File: config.mk
export PLATFORM = sky130hd
export DESIGN_NAME = fp_addsub_driver
export DESIGN_NICKNAME = d
export VERILOG_FILES = /design/src/rtl/fp_addsub_driver.sv
export SDC_FILE = /design/constraint.sdc
export NUM_CORES = 1
export LEC_CHECK = 0
export BUFFER_PORTS_ARGS = -buffer_cell sky130_fd_sc_hd__buf_2
export CAP_MARGIN = 10
export CORE_ASPECT_RATIO = 1.1
export CORE_MARGIN = 2
export CORE_UTILIZATION = 49
export CTS_CLUSTER_DIAMETER = 50
export DETAILED_ROUTE_END_ITERATION = 6
export PLACE_DENSITY = 0.95
export SLEW_MARGIN = 5
export SYNTH_ARGS = -nofsm -noshare
export SYNTH_HDL_FRONTEND = slang
export SYNTH_SLANG_ARGS = --single-unit
File: constraint.sdc
create_clock -name clk_i -period 5.4 [get_ports clk_i]
set_input_delay 0 -clock clk_i [delete_from_list [all_inputs] [get_ports clk_i]]
set_output_delay 0 -clock clk_i [all_outputs]
set_load 0.02 [all_outputs]
File: src/rtl/fp_addsub_driver.sv
`default_nettype none
// ============================================================================
// fp_addsub_driver : single-outstanding AXI-Stream driver for the fpAddSub core
// Revision 1.0
// ============================================================================
module fp_addsub_driver #(
  parameter int DATA_W    = 32,
  parameter int TIMEOUT   = 1023,
  parameter int TIMEOUT_W = 10
) (
  input  logic              clk_i,
  input  logic              rst_i,
  input  logic              req_valid_i,
  output logic              req_ready_o,
  input  logic [DATA_W-1:0] req_a_i,
  input  logic [DATA_W-1:0] req_b_i,
  input  logic              req_sub_i,
  output logic              resp_valid_o,
  input  logic              resp_ready_i,
  output logic [DATA_W-1:0] resp_data_o,
  output logic              resp_timeout_o,
  output logic              result_dropped_o,
  output logic              m_axis_a_tvalid_o,
  input  logic              m_axis_a_tready_i,
  output logic [DATA_W-1:0] m_axis_a_tdata_o,
  output logic              m_axis_b_tvalid_o,
  input  logic              m_axis_b_tready_i,
  output logic [DATA_W-1:0] m_axis_b_tdata_o,
  output logic              m_axis_operation_tvalid_o,
  input  logic              m_axis_operation_tready_i,
  output logic [7:0]        m_axis_operation_tdata_o,
  input  logic              s_axis_result_tvalid_i,
  output logic              s_axis_result_tready_o,
  input  logic [DATA_W-1:0] s_axis_result_tdata_i
);

  localparam logic [TIMEOUT_W-1:0] C_TIMEOUT = TIMEOUT_W'(TIMEOUT);
  localparam logic [DATA_W-1:0]    C_QNAN    = DATA_W'(32'h7FC0_0000);

  typedef enum logic [1:0] {
    S_IDLE  = 2'd0,
    S_ISSUE = 2'd1,
    S_WAIT  = 2'd2,
    S_RESP  = 2'd3
  } state_t;

  state_t              state_q, state_d;
  logic [DATA_W-1:0]   a_q, a_d, b_q, b_d;
  logic                op_q, op_d;
  logic                a_vld_q, a_vld_d, b_vld_q, b_vld_d, op_vld_q, op_vld_d;
  logic [DATA_W-1:0]   resp_data_q, resp_data_d;
  logic                timeout_q, timeout_d;
  logic                dropped_q, dropped_d;
  logic [TIMEOUT_W-1:0] cnt_q, cnt_d;

  logic w_a_done, w_b_done, w_op_done, w_res_hs;

  // A channel counts as sent once its tvalid is low or is being accepted now.
  assign w_a_done  = ~a_vld_q  | m_axis_a_tready_i;
  assign w_b_done  = ~b_vld_q  | m_axis_b_tready_i;
  assign w_op_done = ~op_vld_q | m_axis_operation_tready_i;
  assign w_res_hs  = s_axis_result_tvalid_i & s_axis_result_tready_o;

  always_comb begin
    state_d     = state_q;
    a_d         = a_q;
    b_d         = b_q;
    op_d        = op_q;
    a_vld_d     = a_vld_q;
    b_vld_d     = b_vld_q;
    op_vld_d    = op_vld_q;
    resp_data_d = resp_data_q;
    timeout_d   = timeout_q;
    cnt_d       = cnt_q;
    dropped_d   = 1'b0;

    case (state_q)
      S_IDLE: begin
        if (req_valid_i) begin
          a_d      = req_a_i;
          b_d      = req_b_i;
          op_d     = req_sub_i;
          a_vld_d  = 1'b1;
          b_vld_d  = 1'b1;
          op_vld_d = 1'b1;
          state_d  = S_ISSUE;
        end
      end
      S_ISSUE: begin
        if (m_axis_a_tready_i)         a_vld_d  = 1'b0;
        if (m_axis_b_tready_i)         b_vld_d  = 1'b0;
        if (m_axis_operation_tready_i) op_vld_d = 1'b0;
        if (w_a_done && w_b_done && w_op_done) begin
          cnt_d   = '0;
          state_d = S_WAIT;
        end
      end
      S_WAIT: begin
        // A result arriving on the timeout cycle takes priority.
        if (s_axis_result_tvalid_i) begin
          resp_data_d = s_axis_result_tdata_i;
          timeout_d   = 1'b0;
          state_d     = S_RESP;
        end else if (cnt_q == C_TIMEOUT) begin
          resp_data_d = C_QNAN;
          timeout_d   = 1'b1;
          state_d     = S_RESP;
        end else begin
          cnt_d = cnt_q + TIMEOUT_W'(1);
        end
      end
      S_RESP: begin
        if (resp_ready_i) state_d = S_IDLE;
      end
      default: state_d = S_IDLE;
    endcase

    if (w_res_hs && (state_q != S_WAIT)) dropped_d = 1'b1;
  end

  always_ff @(posedge clk_i) begin
    if (rst_i) begin
      state_q     <= S_IDLE;
      a_q         <= '0;
      b_q         <= '0;
      op_q        <= 1'b0;
      a_vld_q     <= 1'b0;
      b_vld_q     <= 1'b0;
      op_vld_q    <= 1'b0;
      resp_data_q <= '0;
      timeout_q   <= 1'b0;
      dropped_q   <= 1'b0;
      cnt_q       <= '0;
    end else begin
      state_q     <= state_d;
      a_q         <= a_d;
      b_q         <= b_d;
      op_q        <= op_d;
      a_vld_q     <= a_vld_d;
      b_vld_q     <= b_vld_d;
      op_vld_q    <= op_vld_d;
      resp_data_q <= resp_data_d;
      timeout_q   <= timeout_d;
      dropped_q   <= dropped_d;
      cnt_q       <= cnt_d;
    end
  end

  assign req_ready_o               = (state_q == S_IDLE);
  assign resp_valid_o              = (state_q == S_RESP);
  assign resp_data_o               = resp_data_q;
  assign resp_timeout_o            = timeout_q;
  assign result_dropped_o          = dropped_q;
  assign m_axis_a_tvalid_o         = a_vld_q;
  assign m_axis_a_tdata_o          = a_q;
  assign m_axis_b_tvalid_o         = b_vld_q;
  assign m_axis_b_tdata_o          = b_q;
  assign m_axis_operation_tvalid_o = op_vld_q;
  assign m_axis_operation_tdata_o  = {7'b0, op_q};
  assign s_axis_result_tready_o    = (state_q != S_ISSUE);

endmodule
`default_nettype wire
# ---- Word-level counts from Yosys, hierarchy flattened
# Index checks and enable logic that the tools add are counted.
dict set report word_totals {
  ram_bits 0
  n_memories 0
  romBits 0
  elab_cells 70
  regBits 114
  in_bits 105
  out_inout_bits 112
  latchBits 0
}
dict set report op_classes {
  multipliers 0
  n_bitwise 7
  n_div 0
  n_mux 22
  shift 0
  magnitude_cmp 0
  eq_ne 15
  n_reduce_logical 14
  n_addsub 1
}
# op count
set ops {}
lappend ops {{$mux W32} 2}
lappend ops {{$mux W10} 3}
lappend ops {{$pmux W10 S2} 1}
lappend ops {{$ne A2 B2 Y1 const B} 8}
lappend ops {{$add A10 B1 Y10 const B} 1}
lappend ops {{$eq A10 B10 Y1 const B} 1}
lappend ops {{$mux W2} 5}
lappend ops {{$reduce_and A3 Y1} 3}
lappend ops {{$pmux W2 S4} 1}
lappend ops {{$reduce_and A4 Y1} 2}
lappend ops {{$mux W1} 7}
lappend ops {{$pmux W1 S2} 3}
lappend ops {{$reduce_bool A2 Y1} 3}
lappend ops {{$eq A2 B2 Y1 const B} 2}
lappend ops {{$ne A2 B1 Y1 const B} 2}
lappend ops {{$reduce_and A2 Y1} 2}
lappend ops {{$logic_and A1 B1 Y1} 3}
lappend ops {{$ne A3 B3 Y1 const B} 1}
lappend ops {{$not A1 Y1} 3}
lappend ops {{$or A1 B1 Y1} 3}
lappend ops {{$eq A2 B1 Y1 const B} 1}
lappend ops {{$logic_not A2 Y1} 1}
lappend ops {{$and A1 B1 Y1} 1}

# ---- Depth between registers and ports, before layout
dict set report depth {
  ltp_word 6
  depth_mapped 9
  mapped_depth_nobuf 7
}

# ---- Least setup slack after synthesis
# No wires, ideal clock.
dict set report synth_timing {
  path_kind {register to register}
  from {register state_q[0]}
  to {register cnt_q[2]}
  t_arrival_ns 1.972
  t_required_ns 5.330
  synth_period_minus_slack_ns 2.042
  path_stages_with_launch 10
  path_buffers 2
  setup_ns 0.070
  setup_slack_ns 3.358
  cell_sequence {dfxtp_1 inv_1 ha_1 buf_6 and2_4 a211o_1 a211o_1 buf_6 or4_1 a21oi_1}
}
dict set report synth_between {
  elab_chain_cells 3
  word_cells_on_any_way 8
  classes_between {5 x eq/ne; 1 x mux; 2 x reduce/logical}
}
# item line_no
set synth_lines {}
lappend synth_lines {{start, declared} 47} ;# state_t state_q, state_d;
lappend synth_lines {{start signal, assigned} 135} ;# state_q <= state_d;
lappend synth_lines {{$eq A2 B2 Y1 / $eq A2 B1 Y1 (equally long branches)} 77} ;# case (state_q)
lappend synth_lines {{$ne A2 B2 Y1 (no source line) / $reduce_bool A2 Y1 (equally long branches)} -}
lappend synth_lines {{$reduce_and A4 Y1 (no source line)} -}
lappend synth_lines {{end signal, assigned} 145} ;# cnt_q <= cnt_d;
lappend synth_lines {{end, declared} 54} ;# logic [TIMEOUT_W-1:0] cnt_q, cnt_d;
# Parallel ways exist; a longest one is shown, timed or not.
# A chain may end at the register's enable or synchronous reset.

# ---- Worst setup path after layout
dict set report layout_timing {
  from {register state_q[0]}
  to {register cnt_q[7]}
}
# The elaborated chain is that of the path after synthesis.

==> metrics.csv <==
metric;value;unit
status;complete, but fails checks;
failing checks;DRC;
synth top area cells;dfxtp_1, nand2_1, a21oi_1;
DR WL/cell;20.12;µm
Setup crit end kind;register;
Ys Warns;0;
Critical Path AT;2.96;ns
largest net degree at the start of global routing;99;
Synth area leader;dfxtp_1;
share of cells above drive strength 1;0.3059;
crit share post-route;0.4825;
worst path bufs/invs;2;
H-tree levels;4;
Tot Pwr;0.003285;W
first-pass iteration count of the detailed router;7;
IO Port Bufs;209;
Die Y-Extent;102.1;µm
clk buf depth;2;
Worst Path Max Fanout;18;
Netlist Area Pre-Place;4289;µm²
critical path type;reg -> reg;
global-route wire length before repair;27610;µm
Max Fclk;383.8;MHz
fin nets;925;
startpoint types;register;
Worst-path clk slew;0.06;ns
area grow syn2layout;63.71;%
Final HPWL DP;8580;µm
Post-synth EDFFs;0;
Worst EP required;5.75;ns
RSZ-0062 raised after global routing;false;
Util after Layout;0.8308;
WL final;18890;µm
Initial Util;0.5075;
FFs w/ async S/R, synth;0;
most numerous cell in the Yosys netlist;nand2_1;
core area;8452;µm²
cells along the critical path;inv_1 -> ha_1 -> inv_1 -> nor4_1 -> a211o_1 -> or2_2 -> o32ai_1;
Die ar.;9519;µm²
CTS Buf Count;17;
Iter 0 DRT Violations;516;
clock sinks;114;
total track usage;0.3818;
Clock Latency Late Sink;0.52;ns
Post-synth top cells;nand2_1, dfxtp_1, a21oi_1, nor2_1, clkbuf_1;
Max Slew Vio Count;0;
Die X;93.21;µm
Setup violations, final;0;
Final ANT Viol Nets;0;
gpl congestion;0.8712;
initial antenna violation count;2;
setup TNS;0;ns
# rows;35;
Residual DRC;1;
# IOs;217;
CP most frequent cell;inv_1;
Power Dens Cells;467.8;nW/µm²
largest delay contributor family on the critical path;simple AND/OR/NAND/NOR gates;
Final Hold Fails;0;
share of the synthesized area in the top cell type;0.5321;
Setup Skew;0.01609;ns
Syn Inst Count;513;
Top FF cell, synth;dfxtp_1;
Worst path slowest cell;nor4_1;
vias in the first global route;5419;
Period minus WS final;2.606;ns
fill count;413;
class of the worst hold path;in -> reg;
sequential element share of the synthesized area;0.5321;
post-CTS setup buffer count;0;
Avg Cell Area, Syn;8.361;µm²
Slew HR;0.3072;
GR Overflow Total;0;
Netlist cell types;42;
CTS root buffer;clkbuf_8;
#FFs+latches synth;114;
MaxCap Viol Count;0;
Leakage;3.256;nW
via count;5412;
CP peak stage delay;0.58;ns
maximum VDD drop;254.1;µV
Vias per Instance;5.764;
CTS tree;yes;
worst-margin pin slew;1.039;ns
-- state kept, by name, summed over array words and instances (netlist names) --
signal / cells
m_axis_a_tdata_o: 32
m_axis_b_tdata_o: 32
resp_data_o: 32
cnt_q: 10
state_q: 2
m_axis_a_tvalid_o: 1
m_axis_b_tvalid_o: 1
m_axis_operation_tvalid_o: 1
op_q: 1
resp_timeout_o: 1
result_dropped_o: 1
-- layout by cell type (no fill, tap or decap), types with 7 or more instances in the layout --
master         netlist  layout
buf_2                2     209
nand2_1            141     140
dfxtp_1            114     114
nor2_1              30      30
o21ai_0              7       7
dlygate4sd3_1        0     104
nor3_1              11      11
inv_1               13      13
clkbuf_16            0      16
a21oi_1             78      78
conb_1               1       7
a22o_1              23      23
-- worst min-delay path, stage by stage --
cell	delay, ns
buf_2	0.11
inv_1	0.08
a22oi_1	0.10
o311ai_0	0.20
a21oi_1	0.10
-- timing repair --
action,4_1_cts,5_1_grt
endpoints found under the setup margin,0,0
hold endpoints to repair,102,0
hold buffers,104,0
gates resized for setup,0,0
-- power breakdown --
group          leakage, nW  internal (W)  total (W)  switching [W]
Sequential           0.930      0.000968    0.00106      0.0000912
Combinational         2.03      0.000354    0.00104       0.000683
Clock                0.294      0.000757    0.00119       0.000431
Total                 3.26       0.00208    0.00328        0.00120
-- worst paths after layout --
path / from / to / slack, ns / depth (start not counted)
max: state_q[0]$_SDFFE_PP0P_ / cnt_q[7]$_SDFFE_PP0P_ / 2.79 / 7
min reg2reg: m_axis_b_tdata_o[31]$_SDFFE_PP0P_ / m_axis_b_tdata_o[31]$_SDFFE_PP0P_ / 0.46 / 2
max reg2reg: state_q[0]$_SDFFE_PP0P_ / cnt_q[7]$_SDFFE_PP0P_ / 2.79 / 7
min: resp_ready_i / state_q[0]$_SDFFE_PP0P_ / 0.13 / 5
-- through the flow --
| stage | std cells | worst slack, ns | instance area [µm²] | hold WS, ns |
|---|---|---|---|---|
| global route | 939 | 2.567 | 7022 | 0.1481 |
| detailed placement | 800 | 3.002 | 5314 | 0.2273 |
| CTS | 936 | 2.929 | 6979 | 0.06230 |
| finish | 939 | 2.794 | 7022 | 0.1267 |
| floorplan | 519 | 3.358 | 4312 | 0.1329 |
| global placement | 800 | 3.131 | 5314 | 0.2152 |
-- metal layers --
layer	vias up	wire length (µm)	GRT usage
met5	-	11	0
met4	2	1320	0.2839
met3	138	1967	0.1202
met2	496	9312	0.6544
met1	2469	6277	0.3938
li1	2307	-	-
-- final cells by class --
cell class,instances,area [µm²],share of cell area
Clock buffer,18,417.9,0.05952
Inverter,13,48.80,0.006949
Multi-Input combinational cell,350,1775,0.2529
Tap cell,111,138.9,0.01978
Sequential cell,114,2282,0.3250
Antenna cell,1,2.502,0.0003564
Clock inverter,14,206.4,0.02940
Timing Repair Buffer,318,2150,0.3061
-- cells by family after synthesis --
kind of cell	after synthesis	synth area share
flip-flops	114	0.5321
AO/OA/AOI/OAI	124	0.1785
multiplexers	2	0.004668
adder cells (fa/ha/maj)	6	0.01750
buffers and inverters	55	0.06009
AND/OR/NAND/NOR	211	0.2062
other	1	0.0008743
Note: power is estimated with default switching activity, not from simulation.
